`src/rtl/watch_set.sv`:
```
// watch_set: interactive date/time editor with field wrap, day clamp and inactivity timeout
// Ports: clk, rst (async active-high); clk1sec once-per-second pulse;
//    key_mode/key_up/key_down debounced one-clk pulses; cur_time live time in;
//    bin_time edited time out; set_time one-clk commit strobe; edit_active/edit_field status.
module watch_set #(
   parameter int TIMEOUT_SEC = 30
) (
   input  logic        clk,
   input  logic        rst,
   input  logic        clk1sec,
   input  logic        key_mode,
   input  logic        key_up,
   input  logic        key_down,
   input  logic [51:0] cur_time,
   output logic [51:0] bin_time,
   output logic        set_time,
   output logic        edit_active,
   output logic [2:0]  edit_field
);
   localparam int CW = $clog2(TIMEOUT_SEC + 1);
   typedef enum logic [2:0] {IDLE, YEAR, MONTH, DAY, HOUR, MINUTE, SECOND, COMMIT} state_t;
   state_t        r_state, w_nxt;
   logic [11:0]   r_year, w_year_n, w_cy;
   logic [7:0]    r_month, r_day, r_hour, r_min, r_sec;
   logic [7:0]    w_month_n, w_day_s, w_day_n, w_hour_n, w_min_n, w_sec_n, w_max;
   logic [7:0]    w_cmo, w_cd, w_ch, w_cmi, w_cs;
   logic [CW-1:0] r_cnt;
   logic          r_set_time, r_edit_active;
   logic          w_ld, w_inc, w_dec, w_key, w_edit, w_tick, w_tmo;

   function automatic logic [7:0] max_day(input logic [11:0] y, input logic [7:0] m);
      logic leap;
      leap = ((y % 12'd4) == 12'd0 && (y % 12'd100) != 12'd0) || (y % 12'd400) == 12'd0;
      return (m == 8'd2) ? (leap ? 8'd29 : 8'd28)
           : (m == 8'd4 || m == 8'd6 || m == 8'd9 || m == 8'd11) ? 8'd30 : 8'd31;
   endfunction

   assign {w_cy, w_cmo, w_cd, w_ch, w_cmi, w_cs} = cur_time;
   assign w_ld   = (r_state == IDLE) && key_mode;
   assign w_inc  = key_up && !key_down && !key_mode;
   assign w_dec  = key_down && !key_up && !key_mode;
   assign w_key  = key_mode || key_up || key_down;
   assign w_edit = (r_state != IDLE) && (r_state != COMMIT);
   assign w_tick = w_edit && clk1sec;
   // A key in the same clk as the final tick wins, so the timeout needs a key-free clk
   assign w_tmo  = w_tick && !w_key && (r_cnt == CW'(TIMEOUT_SEC - 1));

   // Loaded values are coerced into range so no field can ever leave its legal span
   assign w_year_n  = w_ld ? ((w_cy == 12'd0) ? 12'd1 : w_cy)
                    : (r_state != YEAR) ? r_year
                    : w_inc ? ((r_year == 12'd4095) ? 12'd1 : r_year + 12'd1)
                    : w_dec ? ((r_year <= 12'd1) ? 12'd4095 : r_year - 12'd1)
                    : r_year;
   assign w_month_n = w_ld ? ((w_cmo == 8'd0 || w_cmo > 8'd12) ? 8'd1 : w_cmo)
                    : (r_state != MONTH) ? r_month
                    : w_inc ? ((r_month >= 8'd12) ? 8'd1 : r_month + 8'd1)
                    : w_dec ? ((r_month <= 8'd1) ? 8'd12 : r_month - 8'd1)
                    : r_month;
   // Month length follows the post-edit year/month, so the clamp lands in the same clk
   assign w_max     = max_day(w_year_n, w_month_n);
   assign w_day_s   = w_ld ? ((w_cd == 8'd0) ? 8'd1 : w_cd)
                    : (r_state != DAY) ? r_day
                    : w_inc ? ((r_day >= w_max) ? 8'd1 : r_day + 8'd1)
                    : w_dec ? ((r_day <= 8'd1) ? w_max : r_day - 8'd1)
                    : r_day;
   assign w_day_n   = (w_day_s > w_max) ? w_max : w_day_s;
   assign w_hour_n  = w_ld ? ((w_ch > 8'd23) ? 8'd0 : w_ch)
                    : (r_state != HOUR) ? r_hour
                    : w_inc ? ((r_hour >= 8'd23) ? 8'd0 : r_hour + 8'd1)
                    : w_dec ? ((r_hour == 8'd0) ? 8'd23 : r_hour - 8'd1)
                    : r_hour;
   assign w_min_n   = w_ld ? ((w_cmi > 8'd59) ? 8'd0 : w_cmi)
                    : (r_state != MINUTE) ? r_min
                    : w_inc ? ((r_min >= 8'd59) ? 8'd0 : r_min + 8'd1)
                    : w_dec ? ((r_min == 8'd0) ? 8'd59 : r_min - 8'd1)
                    : r_min;
   assign w_sec_n   = w_ld ? ((w_cs > 8'd59) ? 8'd0 : w_cs)
                    : (r_state != SECOND) ? r_sec
                    : w_inc ? ((r_sec >= 8'd59) ? 8'd0 : r_sec + 8'd1)
                    : w_dec ? ((r_sec == 8'd0) ? 8'd59 : r_sec - 8'd1)
                    : r_sec;

   // Field states are numbered consecutively, so advancing is a plain increment (SECOND+1 = COMMIT)
   assign w_nxt = (r_state == IDLE) ? (key_mode ? YEAR : IDLE)
                : (r_state == COMMIT) ? IDLE
                : key_mode ? state_t'(r_state + 3'd1)
                : w_tmo ? IDLE
                : r_state;

   always_ff @(posedge clk or posedge rst) begin
      if (rst) begin
         r_state       <= IDLE;
         r_set_time    <= 1'b0;
         r_edit_active <= 1'b0;
         r_cnt         <= '0;
         r_year        <= 12'd2021;
         r_month       <= 8'd6;
         r_day         <= 8'd2;
         r_hour        <= 8'd6;
         r_min         <= 8'd0;
         r_sec         <= 8'd0;
      end else begin
         r_state       <= w_nxt;
         r_set_time    <= (w_nxt == COMMIT);
         r_edit_active <= (w_nxt != IDLE);
         r_cnt         <= (w_key || !w_edit || w_tmo) ? '0 : w_tick ? r_cnt + CW'(1) : r_cnt;
         r_year        <= w_year_n;
         r_month       <= w_month_n;
         r_day         <= w_day_n;
         r_hour        <= w_hour_n;
         r_min         <= w_min_n;
         r_sec         <= w_sec_n;
      end
   end

   assign bin_time    = {r_year, r_month, r_day, r_hour, r_min, r_sec};
   assign set_time    = r_set_time;
   assign edit_active = r_edit_active;
   assign edit_field  = r_state;
endmodule

```
`config.mk`:
```
export PLATFORM = sky130hd
export DESIGN_NAME = watch_set
export DESIGN_NICKNAME = d
export VERILOG_FILES = /design/src/rtl/watch_set.sv
export SDC_FILE = /design/constraint.sdc
export NUM_CORES = 1
export LEC_CHECK = 0
export CAP_MARGIN = 20
export CORE_ASPECT_RATIO = 1.4
export CORE_MARGIN = 2
export CORE_UTILIZATION = 60
export DETAILED_ROUTE_END_ITERATION = 7
export DONT_BUFFER_PORTS = 1
export GPL_TIMING_DRIVEN = 0
export PLACE_DENSITY = 0.82
export SYNTH_ARGS = -nofsm -noshare
export SYNTH_HDL_FRONTEND = slang
export SYNTH_SLANG_ARGS = --single-unit
```
`constraint.sdc`:
```
create_clock -name clk -period 8.4 [get_ports clk]
set_input_delay 1.68 -clock clk [delete_from_list [all_inputs] [get_ports clk]]
set_output_delay 1.68 -clock clk [all_outputs]
set_load 0.1 [all_outputs]
```
==> results of run 1 <==
==> sequential cells by signal (all words and copies together), names as in the netlist <==
name and count:
r_day 8, r_min 8, r_hour 8, r_year 12, edit_field 3, r_cnt 5
edit_active 1, set_time 1, r_sec 8, r_month 8
==> cell families after synthesis <==
logic type,Yosys count,share of synthesized area [%]
buffers and inverters,103,6.17
XOR/XNOR,23,2.95
adder cells (fa/ha/maj),32,5.66
AO/OA/AOI/OAI,331,33.7
flip-flops,62,22.2
AND/OR/NAND/NOR,370,27.6
other,1,0.0530
multiplexers,12,1.75
==> area by class of cell <==
cell class	count	area share [%]
Multi-Input combinational cell	771	65.1
Sequential cell	62	18.4
Timing Repair Buffer	51	5.24
Buffer	57	4.09
Clock buffer	11	2.72
Tap cell	144	2.11
Inverter	44	2.02
Clock inverter	5	0.322
==> synth_stat cells, drive strengths merged, types with 11 or more instances <==
cell type	instances	area, um^2
nand4	15	93.8
o21ai	82	425
and3	13	81.3
nor3	40	216
xor2	11	96.3
dfrtp	49	1230
dfstp	13	342
buf	24	138
a211oi	24	213
nor4	23	156
nor2	92	364
nand2	81	304
a31oi	17	119
a21oi	72	372
xnor2	12	113
inv	44	168
clkbuf	35	131
ha	32	400
nand3	35	175
==> how the worst max path moves through the flow <==
stage               slack, ns  depth (start not counted)        to
global placement        -1.94                         38  r_day[1]
CTS                     -0.78                         39  r_day[0]
global route            -1.14                         39  r_day[0]
finish                  -0.96                         36  r_day[0]
floorplan               -0.83                         38  r_day[1]
detailed placement      -1.97                         38  r_day[1]
==> worst min-delay path: cells and delay by family, from the launching register on <==
kind / cells / cell delay, ns
simple gates: 1 / 0.08
xor+xnor: 1 / 0.07
flops: 1 / 0.35
==> routing by layer <==
layer  vias up  track usage [%]  share of wire, %
met5         -                0                 0
met4         0             21.0               6.7
met3       163             8.60               9.3
met2       543             62.4                48
met1      3810             40.0                36
li1       3677                -                 -
==> timing repair <==
item	4_1_cts	5_1_grt
setup endpoints to repair	5	5
resized for setup	72	50
pin swaps	29	27
setup buffers	32	17
endpoints found under the hold margin	0	0
==> through the flow <==
step	instances	setup WS [ns]	hold slack [ns]	util (%)	instance area, um^2
2_1_floorplan	936	-0.828	0.497	-	7150
3_3_place_gp	1080	-1.94	0.520	64.3	7330
3_5_place_dp	1081	-1.97	0.537	64.5	7350
4_1_cts	1127	-0.776	0.548	71.6	8160
5_1_grt	1145	-1.14	0.602	75.1	8560
6_report	1145	-0.959	0.546	75.1	8560
==> impl_metrics.toml, run 1 <==
[clock_network]
clockBufferDepth = 2
path_clk_slew_ns = 0.05
numCtsBuffers = 9
ctsHoldBuffers = 0
worstSkewPairLatency_ns = 0.34
cts_tree = "built"
cts.sink_count = 62
cts-root-buf = "clkbuf_16"
htreeDepth = 3

[logic_synthesis]
synth_ff_type = "dfrtp_1"
ys_ff_latch = 62
syn_area_um2 = 7070
ys_types = 99
async_flop_share_pct = 100
syn_inst = 934
synth_area_per_cell_um2 = 7.57
yosysSeqAreaShare_pct = 22.2
synth-edff-count = 0
yosysWarnings = 0

[outcome]
violations = "negative setup slack"
status = "complete, but fails checks"

[timing]
fmaxAchievable_ghz = 0.107
setup_violations = 5
skew_ns = 0.0118
rsz0062_at_grt = "true"
period_needed_ns = 9.36
worst_pin_slew_ns = 1.12
setup_tns_ns = -2.22
period_share_pct = 111
slew_viol_final = 0
relSlewSlack_pct = 25.0
hold_viol = 0
layout_setup_ws_ns = -0.959

[worst_setup_path]
startpoint = "key_up"
cp-start-kind = "primary input"
rrSetupSlack_ns = -0.82
worst_path_dominant_cell_family = "compound AO/OA/AOI/OAI gates"
end_kind = "flop"
critPathRequiredTime_ns = 8.66
slowest_stage = "or4_4"
crit_type = "primary input to flop"
worst_path_most_repeated_cell = "o21ai_1"
max_stage_delay_ns = 0.54
rr_worst_depth = 37
arrival_ns = 9.62
r2r_end = "r_day[0]"
r2r-start = "r_year[0]"
crit_fanout = 6
critPathBufInv = 2

[job]
cap_violations = 0

[grt]
antenna_found_initial = 0
grt_pass1_vias = 7616
grt_max_degree = 40
grt_pass1_wl_um = 36800
grt.overflow.total = 0
grt_usage_pct = 36.4

[floorplan]
die_h_um = 132
io_pins = 115
initial_core_util_pct = 62.1
die-area_um2 = 12700
dieWidth_um = 95.8
rows = 46
core_area_um2 = 11400

[drt]
final_antenna_net_count = 0
viasPerCell = 7.16
drtIter0Drc = 711
drc = 0
totalWireLength_um = 24700
via_count = 8193
firstDrtPassIters = 6
avgRoutedWirePerCell_um = 21.6

[finish]
n_antenna_cell = 0
multi_input_area_um2 = 5570
fillCellCount = 837
drive_above_1_share_pct = 24.0
area_growth_pct = 21.0
final_common_cell = "nor2_1"
nets = 1086
final_cell_mix = "84 x nor2_1, 78 x nand2_1, 68 x o21ai_0"
regArea_um2 = 1570

[placement]
place_hpwl_um = 16500
io_buffers = 0
gp_congestion = 0.984

[min_path]
holdCritPathClass = "flop to flop"
hold_start = "r_cnt[4]"
hold_depth = 2
hold_end = "r_cnt[4]"
Power of run 1 is left out: the tool's default activity adds up to more than one toggle a clock period on the data nets, which glitch-free logic cannot reach.
==> inputs of run 2 (changes only) <==
Settings changed: CORE_UTILIZATION 60 to 61, PLACE_DENSITY 0.82 to 0.8.
Clock period 8.4 ns to 8.9 ns, I/O delays scaled along.
==> run 2 against run 1 <==
The run still ends with negative setup slack left. Sequential share of layout area grew 0.25 points. Utilization fell by 0.62 points. Non-clock buffer count shrank 5. Worst setup slack improved by 0.48 ns. Via count fell by 1.3%. Clock skew fell by 0.0027 ns. First-iteration DRC count is 9.3% lower. Critical path depth is 1 higher. Global-route usage fell by 0.49 points. Critical path type unchanged. Largest cell class unchanged.
==> impl_metrics.toml, run 2 (synthesized netlist as in run 1, its figures left out) <==
[timing]
hold_viol = 0
period_needed_ns = 9.38
rsz0062_at_grt = "true"
layout_setup_ws_ns = -0.484
setup_tns_ns = -0.967
relSlewSlack_pct = 23.3
skew_ns = 0.00909
fmaxAchievable_ghz = 0.107
period_share_pct = 105
holdWs_ns = 0.538
slew_viol_final = 0
worst_pin_slew_ns = 1.15
setup_violations = 2

[worst_setup_path]
max_stage_delay_ns = 0.58
rr_worst_depth = 35
crit_fanout = 8
critPathRequiredTime_ns = 9.16
crit_type = "primary input to flop"
end_kind = "flop"
worst_path_most_repeated_cell = "a21oi_2"
cp-start-kind = "primary input"
slowest_stage = "or4_1"
arrival_ns = 9.65

[grt]
grt_pass1_wl_um = 36100
grt_usage_pct = 35.9
grt.overflow.total = 0
grt_max_degree = 36
grt_pass1_vias = 7516
antenna_found_initial = 0

[min_path]
holdCritPathClass = "flop to flop"
hold_depth = 2

[clock_network]
numCtsBuffers = 9
path_clk_slew_ns = 0.06
htreeDepth = 3
worstSkewPairLatency_ns = 0.34
cts.sink_count = 62
cts-root-buf = "clkbuf_16"
cts_tree = "built"
clockBufferDepth = 2

[placement]
place_hpwl_um = 16600
io_buffers = 0
post-place-ws_ns = -1.53
gp_congestion = 0.970

[floorplan]
initial_core_util_pct = 62.4
die_h_um = 131
die-area_um2 = 12500
io_pins = 115
rows = 46
core_area_um2 = 11300
dieWidth_um = 95.0

[job]
cap_violations = 0

[drt]
totalWireLength_um = 24000
drc = 0
via_count = 8084
drtIter0Drc = 645
viasPerCell = 7.09
firstDrtPassIters = 6
final_antenna_net_count = 0
avgRoutedWirePerCell_um = 21.0

[finish]
final_common_cell = "nor2_1"
final_cell_mix = "85 x nor2_1, 79 x nand2_1, 70 x o21ai_0"
fillCellCount = 872
n_antenna_cell = 0
nets = 1081
largest_reg_flops = 12
fin_util_pct = 74.5
area_growth_pct = 19.4
regMostFlops = "r_year"
drive_above_1_share_pct = 21.7

[outcome]
status = "complete, but fails checks"
violations = "negative setup slack"
-- run 2: area by class of cell --
class                      count  area (um^2)  share of cell area, %
multi-input combinational    771         5460                   64.6
clock buffer                  11          243                   2.88
buffer                        57          329                   3.90
inverter                      44          175                   2.07
timing repair buffer          46          378                   4.48
clock inverter                 5          106                   1.26
tap                          144          180                   2.13
sequential                    62         1570                   18.6
-- run 2: stage by stage --
stage,instance area [um^2],std cells
global route,8440,1140
finish,8440,1140
CTS,8030,1118
global placement,7330,1080
detailed placement,7350,1081
floorplan,7150,936
-- run 2: final timing paths --
check                           startpoint        to  slack, ns
worst max-delay path                key_up  r_day[0]      -0.48
worst min-delay path              r_cnt[4]  r_cnt[4]       0.54
worst max register to register   r_year[0]  r_day[0]      -0.37
worst min register to register    r_cnt[4]  r_cnt[4]       0.54
max in group asynchronous              rst  r_day[1]       6.80
min in group asynchronous              rst  r_min[0]       1.41
-- run 2: per-layer routing --
| metal | vias up | global-route usage (%) | routed length, um |
|---|---|---|---|
| li1 | 3675 | - | - |
| met5 | - | 0 | 0 |
| met3 | 140 | 8.31 | 2020 |
| met2 | 483 | 62.5 | 11900 |
| met1 | 3786 | 38.5 | 8470 |
| met4 | 0 | 21.3 | 1590 |
-- run 2: worst max-delay path: cells and delay by family --
kind	cells	cell delay, ns
buffers and inverters	3	0.37
adder cells (fa/ha/maj)	3	0.80
AND/OR/NAND/NOR	10	2.66
AO/OA/AOI/OAI	21	4.06
-- run 2: timing repair --
item	CTS	global route
resized for setup	42	50
buffers inserted	23	21
pin swaps	31	22
endpoints found under the setup margin	5	5
hold buffers	0	0
Power of run 2 is left out for the same reason.
==> inputs of run 3 (changes only) <==
Settings changed: CORE_UTILIZATION 61 to 35, PLACE_DENSITY 0.8 to 0.52.
==> run 3 against run 2 <==
The flow still finishes with violations (negative setup slack). Flip-flop and latch count unchanged. Clock skew hardly changed. Largest cell class unchanged. First-iteration DRC count shrank 40%. Design area rose by 2.0%. Maximum frequency increased by 0.67%. Routed wire length up 7.7%. Non-clock buffer count up 5. Utilization shrank 31 points. Critical path depth down 1. Register-to-register slack improved by 0.10 ns. Highest routed layer unchanged. Clock-buffer cell count increased by 1.
==> impl_metrics.toml, run 3 (synthesized netlist as in run 1, its figures left out) <==
[outcome]
status = "complete, but fails checks"
violations = "negative setup slack"

[finish]
final_cell_mix = "84 x nor2_1, 79 x nand2_1, 68 x o21ai_0"
area_growth_pct = 21.8
largest_reg_flops = 12
regMostFlops = "r_year"
n_antenna_cell = 0
drive_above_1_share_pct = 23.1
nets = 1086
final_common_cell = "nor2_1"
final_area_um2 = 8610
fin_cells = 1253

[clock_network]
cts_tree = "built"
cts.sink_count = 62
cts-root-buf = "clkbuf_16"
path_clk_slew_ns = 0.06
clockBufferDepth = 2
numCtsBuffers = 9
htreeDepth = 3
worstSkewPairLatency_ns = 0.34

[timing]
hold_viol = 0
worst_pin_slew_ns = 1.15
skew_ns = 0.00928
setup_violations = 2
slew_viol_final = 0
period_needed_ns = 9.32
rsz0062_at_grt = "true"
layout_setup_ws_ns = -0.422
relSlewSlack_pct = 23.3
fmaxAchievable_ghz = 0.107
period_share_pct = 105
holdWs_ns = 0.544

[min_path]
hold_end = "r_cnt[4]"
holdCritPathClass = "flop to flop"
hold_depth = 2
hold_start = "r_cnt[4]"

[grt]
grt_usage_pct = 23.6
grt_max_degree = 63
grt.overflow.total = 0
grt_pass1_vias = 7475
antenna_found_initial = 0
grt_pass1_wl_um = 39300

[job]
cap_violations = 0

[floorplan]
io_pins = 115
rows = 61
dieWidth_um = 124
die-area_um2 = 21400
core_area_um2 = 19800
die_h_um = 172
initial_core_util_pct = 35.6

[worst_setup_path]
max_stage_delay_ns = 0.57
worst_path_most_repeated_cell = "o21ai_2"
crit_fanout = 10
end_kind = "flop"
rrSetupSlack_ns = -0.27
cp-start-kind = "primary input"
critPathBufInv = 4
crit_type = "primary input to flop"
critPathRequiredTime_ns = 9.16
r2r-start = "r_year[0]"
arrival_ns = 9.58
slowest_stage = "or4b_4"
rr_worst_depth = 34
r2r_end = "r_day[1]"
worst_path_dominant_cell_family = "simple AND/OR/NAND/NOR gates"

[placement]
dpl.cell_count = 1189
post-place-ws_ns = -1.79
gp_congestion = 0.942
place_hpwl_um = 19200
io_buffers = 0
placed_area_um2 = 7500

[drt]
final_antenna_net_count = 0
viasPerCell = 6.13
firstDrtPassIters = 5
drtIter0Drc = 389
via_count = 7682
totalWireLength_um = 25800
drc = 0
avgRoutedWirePerCell_um = 20.6
## run 3: cell types whose count changed in the layout (fill, tap and decap cells not counted), moves of 3 or more
cell,before,now
buf_4,48,53
nor4_4,1,4
clkinv_2,0,3
bufinv_16,3,0
## run 3: worst reg2reg max path, delay by kind of cell (launching register included)
kind                     cells  cell delay (ns)
AO/OA/AOI/OAI               17             4.14
adder cells (fa/ha/maj)      4             1.13
flip-flops                   1             0.95
multiplexers                 1             0.31
AND/OR/NAND/NOR             12             2.58
## run 3: layer usage
layer  up-vias  global-route usage (%)  share of wire [%]
met5         -                       0                  0
met1      3680                    24.7                 38
met3        60                    5.01                6.2
met4         0                    11.1                4.1
met2       256                    44.0                 52
li1       3686                       -                  -
## run 3: how the worst max path moves through the flow
| stage | startpoint | cells past startpoint | to |
|---|---|---|---|
| 2_1_floorplan | key_up | 38 | r_day[1] |
| 3_3_place_gp | key_up | 38 | r_day[1] |
| 3_5_place_dp | key_up | 36 | r_day[1] |
| 4_1_cts | key_up | 38 | r_day[1] |
| 5_1_grt | key_up | 37 | r_day[1] |
| 6_report | key_up | 36 | r_day[1] |
## run 3: layout make-up
class / instances / area (um^2)
Clock inverter: 4 / 22.5
Tap cell: 252 / 315
Fill cell: 2035 / 11200
Buffer: 57 / 338
Clock buffer: 12 / 256
Inverter: 44 / 175
Multi-Input combinational cell: 771 / 5530
Sequential cell: 62 / 1570
Timing Repair Buffer: 51 / 403
## run 3: metrics by stage
stage / setup TNS [ns] / util, %
5_1_grt: -1.51 / 43.4
2_1_floorplan: -0.833 / -
4_1_cts: -0.655 / 42.4
3_3_place_gp: -6.57 / 37.6
6_report: -0.813 / 43.4
3_5_place_dp: -6.21 / 37.8
## run 3: repair_timing
action,in CTS,in global routing
buffers inserted,43,7
endpoints found under the setup margin,5,4
pin swaps,38,15
hold buffers,0,0
gates resized for setup,73,32
Power of run 3 is left out for the same reason.
